[src/rtl/dds_pkg.sv]
// Shared defaults and helpers for the DDS phase accumulator blocks.
package dds_pkg;

   localparam int unsigned DEF_ACC_WIDTH = 32;
   localparam int unsigned DEF_OUT_WIDTH = 12;
   localparam int unsigned DEF_NUM_CH    = 2;

   // Width of a channel index; a single-channel design still gets one select bit.
   function automatic int unsigned ch_width(input int unsigned n);
      return (n <= 1) ? 1 : $clog2(n);
   endfunction

endpackage

[src/rtl/phase_acc_channel.sv]
// One DDS channel: double-buffered FTW/offset, modular accumulator, wrap and truncated output.
module phase_acc_channel
   import dds_pkg::*;
#(
   parameter int unsigned ACC_WIDTH = DEF_ACC_WIDTH,
   parameter int unsigned OUT_WIDTH = DEF_OUT_WIDTH
) (
   input  logic                 clk,
   input  logic                 reset,
   input  logic                 i_wr,
   input  logic [ACC_WIDTH-1:0] i_ftw,
   input  logic [ACC_WIDTH-1:0] i_poff,
   input  logic                 i_commit,
   input  logic                 i_enable,
   input  logic                 i_sync,
   output logic [OUT_WIDTH-1:0] o_phase,
   output logic                 o_wrap
);

   logic [ACC_WIDTH-1:0] r_sh_ftw;
   logic [ACC_WIDTH-1:0] r_sh_poff;
   logic [ACC_WIDTH-1:0] r_act_ftw;
   logic [ACC_WIDTH-1:0] r_act_poff;
   logic [ACC_WIDTH-1:0] r_acc;
   logic                 r_wrap_s1;

   logic [ACC_WIDTH:0]   w_sum;
   logic [ACC_WIDTH-1:0] w_off;

   assign w_sum = {1'b0, r_acc} + {1'b0, r_act_ftw};
   assign w_off = r_acc + r_act_poff;

   // Shadow registers take host writes; commit copies them to the active set.
   always_ff @(posedge clk or posedge reset) begin
      if (reset) begin
         r_sh_ftw   <= '0;
         r_sh_poff  <= '0;
         r_act_ftw  <= '0;
         r_act_poff <= '0;
      end else begin
         if (i_wr) begin
            r_sh_ftw  <= i_ftw;
            r_sh_poff <= i_poff;
         end
         if (i_commit) begin
            r_act_ftw  <= r_sh_ftw;
            r_act_poff <= r_sh_poff;
         end
      end
   end

   // Accumulator with carry capture; sync clear wins over enable.
   always_ff @(posedge clk or posedge reset) begin
      if (reset) begin
         r_acc     <= '0;
         r_wrap_s1 <= 1'b0;
      end else if (i_sync) begin
         r_acc     <= '0;
         r_wrap_s1 <= 1'b0;
      end else if (i_enable) begin
         r_acc     <= w_sum[ACC_WIDTH-1:0];
         r_wrap_s1 <= w_sum[ACC_WIDTH];
      end else begin
         r_wrap_s1 <= 1'b0;
      end
   end

   // Output stage: offset-added phase truncated to its top bits, wrap aligned with it.
   always_ff @(posedge clk or posedge reset) begin
      if (reset) begin
         o_phase <= '0;
         o_wrap  <= 1'b0;
      end else begin
         o_phase <= w_off[ACC_WIDTH-1 -: OUT_WIDTH];
         o_wrap  <= r_wrap_s1;
      end
   end

endmodule

[src/rtl/phase_acc_multi.sv]
// Multi-channel DDS phase accumulator: config decode, global commit/enable, output packing.
module phase_acc_multi
   import dds_pkg::*;
#(
   parameter  int unsigned ACC_WIDTH = DEF_ACC_WIDTH,
   parameter  int unsigned OUT_WIDTH = DEF_OUT_WIDTH,
   parameter  int unsigned NUM_CH    = DEF_NUM_CH,
   localparam int unsigned CH_W      = ch_width(NUM_CH)
) (
   input  logic                          clk,
   input  logic                          reset,
   input  logic                          enable,
   input  logic                          cfg_valid,
   output logic                          cfg_ready,
   input  logic [CH_W-1:0]               cfg_ch,
   input  logic [ACC_WIDTH-1:0]          cfg_ftw,
   input  logic [ACC_WIDTH-1:0]          cfg_poff,
   input  logic                          commit,
   input  logic [NUM_CH-1:0]             ch_sync,
   output logic [NUM_CH*OUT_WIDTH-1:0]   phase_out,
   output logic [NUM_CH-1:0]             wrap,
   output logic                          out_valid
);

   logic       w_accept;
   logic       r_en_d1;

   // Writes colliding with commit are refused so the host retries after it.
   assign cfg_ready = ~commit;
   assign w_accept  = cfg_valid & cfg_ready;

   // Out-of-range channel selects match no instance and are silently dropped.
   for (genvar g = 0; g < NUM_CH; g++) begin : g_ch
      logic w_wr;
      assign w_wr = w_accept & (cfg_ch == CH_W'(g));

      phase_acc_channel #(
         .ACC_WIDTH (ACC_WIDTH),
         .OUT_WIDTH (OUT_WIDTH)
      ) u_ch (
         .clk      (clk),
         .reset    (reset),
         .i_wr     (w_wr),
         .i_ftw    (cfg_ftw),
         .i_poff   (cfg_poff),
         .i_commit (commit),
         .i_enable (enable),
         .i_sync   (ch_sync[g]),
         .o_phase  (phase_out[g*OUT_WIDTH +: OUT_WIDTH]),
         .o_wrap   (wrap[g])
      );
   end

   // Enable pipeline matching the two-stage accumulate/output latency.
   always_ff @(posedge clk or posedge reset) begin
      if (reset) begin
         r_en_d1   <= 1'b0;
         out_valid <= 1'b0;
      end else begin
         r_en_d1   <= enable;
         out_valid <= r_en_d1;
      end
   end

endmodule
[config.mk]
export PLATFORM = sky130hd
export DESIGN_NAME = phase_acc_multi
export DESIGN_NICKNAME = d
export VERILOG_FILES = /design/src/rtl/dds_pkg.sv /design/src/rtl/phase_acc_channel.sv /design/src/rtl/phase_acc_multi.sv
export SDC_FILE = /design/constraint.sdc
export NUM_CORES = 1
export LEC_CHECK = 0
export CORE_UTILIZATION = 51
export CTS_CLUSTER_SIZE = 24
export DETAILED_ROUTE_END_ITERATION = 12
export PLACE_DENSITY_LB_ADDON = 0.1
export SKIP_CTS_REPAIR_TIMING = 1
export SLEW_MARGIN = 20
export SYNTH_ARGS = -nofsm -noshare
export SYNTH_HDL_FRONTEND = slang
export SYNTH_SLANG_ARGS = --single-unit
[constraint.sdc]
create_clock -name clk -period 27.9 [get_ports clk]
set_input_delay 8.37 -clock clk [delete_from_list [all_inputs] [get_ports clk]]
set_output_delay 8.37 -clock clk [all_outputs]
set_load 0.01 [all_outputs]
==> flow_summary.yaml <==
run_status:
  status: "complete, no violations"
route:
  wl_met1_um: 17800
  drt_wl_total_um: 40100
  dr.pass1.iters: 5
  postRouteAntennaNets: 0
  drc: 0
  wl_met2_um: 19900
  routed-via-count: 11800
  top_layer: "met5"
  wl_met3_um: 1720
  wl_per_cell_um: 19.5
  drt_iter0_markers: 548
  vias_per_cell: 5.75
sta:
  finalCritPeriodShare_pct: 62.9
  skew_ns: 0.0140
  period_minus_slack_ns: 17.56
  worst_pin_slew_ns: 1.04
  hold_viol: 0
  slew_headroom_pct: 30.6
  setup_viol: 0
  finalSetupTns_ns: 0
  fmax_mhz: 56.9
  rsz0062_at_grt: "false"
  maxSlewViolCount: 0
die:
  die_y_um: 188
  rows: 67
  initial_core_util_pct: 52.4
  ioPinCount: 100
  die_area_mm2: 0.0355
  coreArea_mm2: 0.0339
  die_x_um: 188
synth:
  syn_inst: 1486
  synth_nets: 1684
  syn_area_mm2: 0.0177
  synth_edf_count: 0
  ys_seq_area_share_pct: 49.4
  async_flop_share_pct: 100
  synth_cell_types: 77
  ys_warn_count: 0
  synth_common_cells: "350 x dfrtp_1, 254 x mux2_2, 124 x ha_1"
  post-synth-top-count-cell: "dfrtp_1"
  synth.avg_cell_area_um2: 11.9
  yosys-top-cells-area: "dfrtp_1 49%, mux2_2 16%, ha_1 8.7%"
  synth_flop_cell: "dfrtp_1"
  ys_ff_latch: 350
  synth_area_leader_cell: "dfrtp_1"
  synth_top_area_share_pct: 49.4
critical_path:
  slowest_delay_ns: 0.56
  r2r-start: "g_ch[1].u_ch.r_acc[0]"
  rr_worst_depth: 12
  crit_start: "commit"
  critical_path_class: "in -> out"
  path_cells: "buf_4, inv_1, clkdlybuf4s50_1"
  regToRegEndpoint: "g_ch[1].u_ch.r_acc[30]"
  slowest_stage: "clkdlybuf4s50_1"
  crit_path_max_fanout: 2
  start_kind: "input pin"
  worst-path-stages: 3
  required_ns: 19.53
  path_delay_family: "buffers and inverters"
  cp.buffers_inverters: 3
  worstPathArrival_ns: 9.19
  end_kind: "output pin"
  endpoint: "cfg_ready"
  reg2reg_setup_slack_ns: 24.53
final_layout:
  areaGrowthSynthToFinish_pct: 15.6
  fill_cells: 2785
  final_layout_size_suffix_gt1_share_pct: 21.4
  final_area_mm2: 0.0205
  seq_area_mm2: 0.00876
  nets: 1780
  antenna_cells: 0
  multi_input_area_mm2: 0.00866
clocking:
  cts_buffers: 39
  cts_tree: "yes"
  cts_sinks: 350
  root_buffer: "clkbuf_16"
  path_clk_slew_ns: 0.06
  htreeDepth: 2
  clk_path_buf_depth: 3
  clk_latency_ns: 0.53
global_routing:
  grt_max_degree: 167
  grt_use_total_pct: 23.3
  grt_antenna_before_repair: 2
  grt_pass1_vias: 12000
  grt_pass1_wl_um: 65100
  grt-ovfl-total: 0
pwr:
  vdd_drop_max_mv: 0.0574
  leakagePower_uw: 0.00935
  powerDensity_mw_per_mm2: 93.3
hold_path:
  min_path_type: "reg -> reg"
  hold_start: "g_ch[1].u_ch.r_wrap_s1"
place:
  globalplace.congestion: 0.887
  dpl-instance-area_mm2: 0.0192
  portBuffers: 99
  dp_hpwl_um: 28300
job:
  cap_viol_max_count: 0
-- cell families after synthesis --
group,share of synthesized area (%)
buffers and inverters,1.88
adders and majority gates,8.97
DFF,49.4
and+or+nand+nor,7.72
AOI/OAI and AO/OA,11.7
muxes,17.4
xor gates and xnor gates,3.01
-- per-stage QoR --
step                      hold WS (ns)  cells  util, %  power, uW  setup WS, ns
after detailed placement         0.337   1989     56.6       1390         10.33
final                            0.346   2056     60.5       1910         10.34
after CTS                        0.349   2056     60.5       1930         10.33
after global placement           0.334   1989     56.6       1370         10.35
after floorplan                  0.331   1486        -       1210          9.82
after global routing             0.352   2056     60.5       2040         10.32
-- routing by layer --
| layer | global-route usage, % | vias to the layer above |
|---|---|---|
| li1 | - | 5625 |
| met5 | 0 | - |
| met3 | 3.82 | 49 |
| met4 | 4.90 | 4 |
| met2 | 40.1 | 222 |
| met1 | 30.9 | 5918 |
-- cells in the final DEF, fill, tap and decap left out, types with 5 or more instances in the layout --
cell type,Yosys,final
clkbuf_1,45,5
o21bai_1,12,12
o21ai_1,5,5
o21ai_0,44,44
a211oi_1,15,15
a21oi_1,87,87
nand3_1,20,19
a31oi_1,12,12
clkinv_2,0,9
nand3b_1,5,5
mux2_2,254,254
clkdlybuf4s50_1,0,97
xor2_1,20,20
or3_1,8,8
mux2i_1,22,22
a211o_1,5,5
o21a_1,10,10
nor3_1,24,24
clkbuf_8,0,7
o211ai_1,5,5
nand2_1,60,60
nor2b_1,14,14
and2_1,6,6
buf_4,2,8
xnor2_1,41,41
nand4_1,17,17
dfrtp_1,350,350
and3_1,12,12
nor2_1,101,101
clkbuf_16,0,41
a21o_1,44,44
inv_1,34,33
ha_1,124,124
-- worst register-to-register path: stages (launching register included) --
cell	delay (ns)
dfrtp_1	0.38
ha_1	0.22
inv_1	0.07
fa_1	0.36
and2b_1	0.22
o21ai_1	0.08
a21boi_1	0.19
o21ai_0	0.18
a2111o_1	0.57
a21oi_4	0.24
a2bb2oi_4	0.29
a21oi_1	0.10
or3_1	0.36
-- flip-flops by register name, indices dropped and copies added (netlist names) --
| signal | count |
|---|---|
| out_valid | 1 |
| g_ch.u_ch.r_sh_poff | 64 |
| g_ch.u_ch.r_acc | 64 |
| g_ch.u_ch.r_wrap_s1 | 2 |
| g_ch.u_ch.o_wrap | 2 |
| g_ch.u_ch.r_sh_ftw | 64 |
| g_ch.u_ch.r_act_ftw | 64 |
| g_ch.u_ch.r_act_poff | 64 |
| r_en_d1 | 1 |
| g_ch.u_ch.o_phase | 24 |
-- worst min path at each step --
stage                           to  depth (start not counted)
6_report       g_ch[1].u_ch.o_wrap                          0
4_1_cts        g_ch[1].u_ch.o_wrap                          0
3_5_place_dp             out_valid                          0
5_1_grt                  out_valid                          0
3_3_place_gp   g_ch[1].u_ch.o_wrap                          0
2_1_floorplan  g_ch[0].u_ch.o_wrap                          0
-- power by group --
| part | total (uW) | switching (uW) | leakage (uW) | internal (uW) |
|---|---|---|---|---|
| combinational | 667 | 339 | 0.00446 | 328 |
| clock | 526 | 204 | 0.000653 | 322 |
| sequential | 719 | 84.7 | 0.00424 | 634 |
-- cell type report --
cell class / instances / area share (%)
inverters: 34 / 0.659
flip-flops and latches: 350 / 42.7
multi-input cells: 1049 / 42.3
repair buffers: 108 / 5.21
clock buffers: 53 / 5.57
clock inverters: 14 / 0.842
well taps: 448 / 2.73
Power figures use the tool's default switching activity.
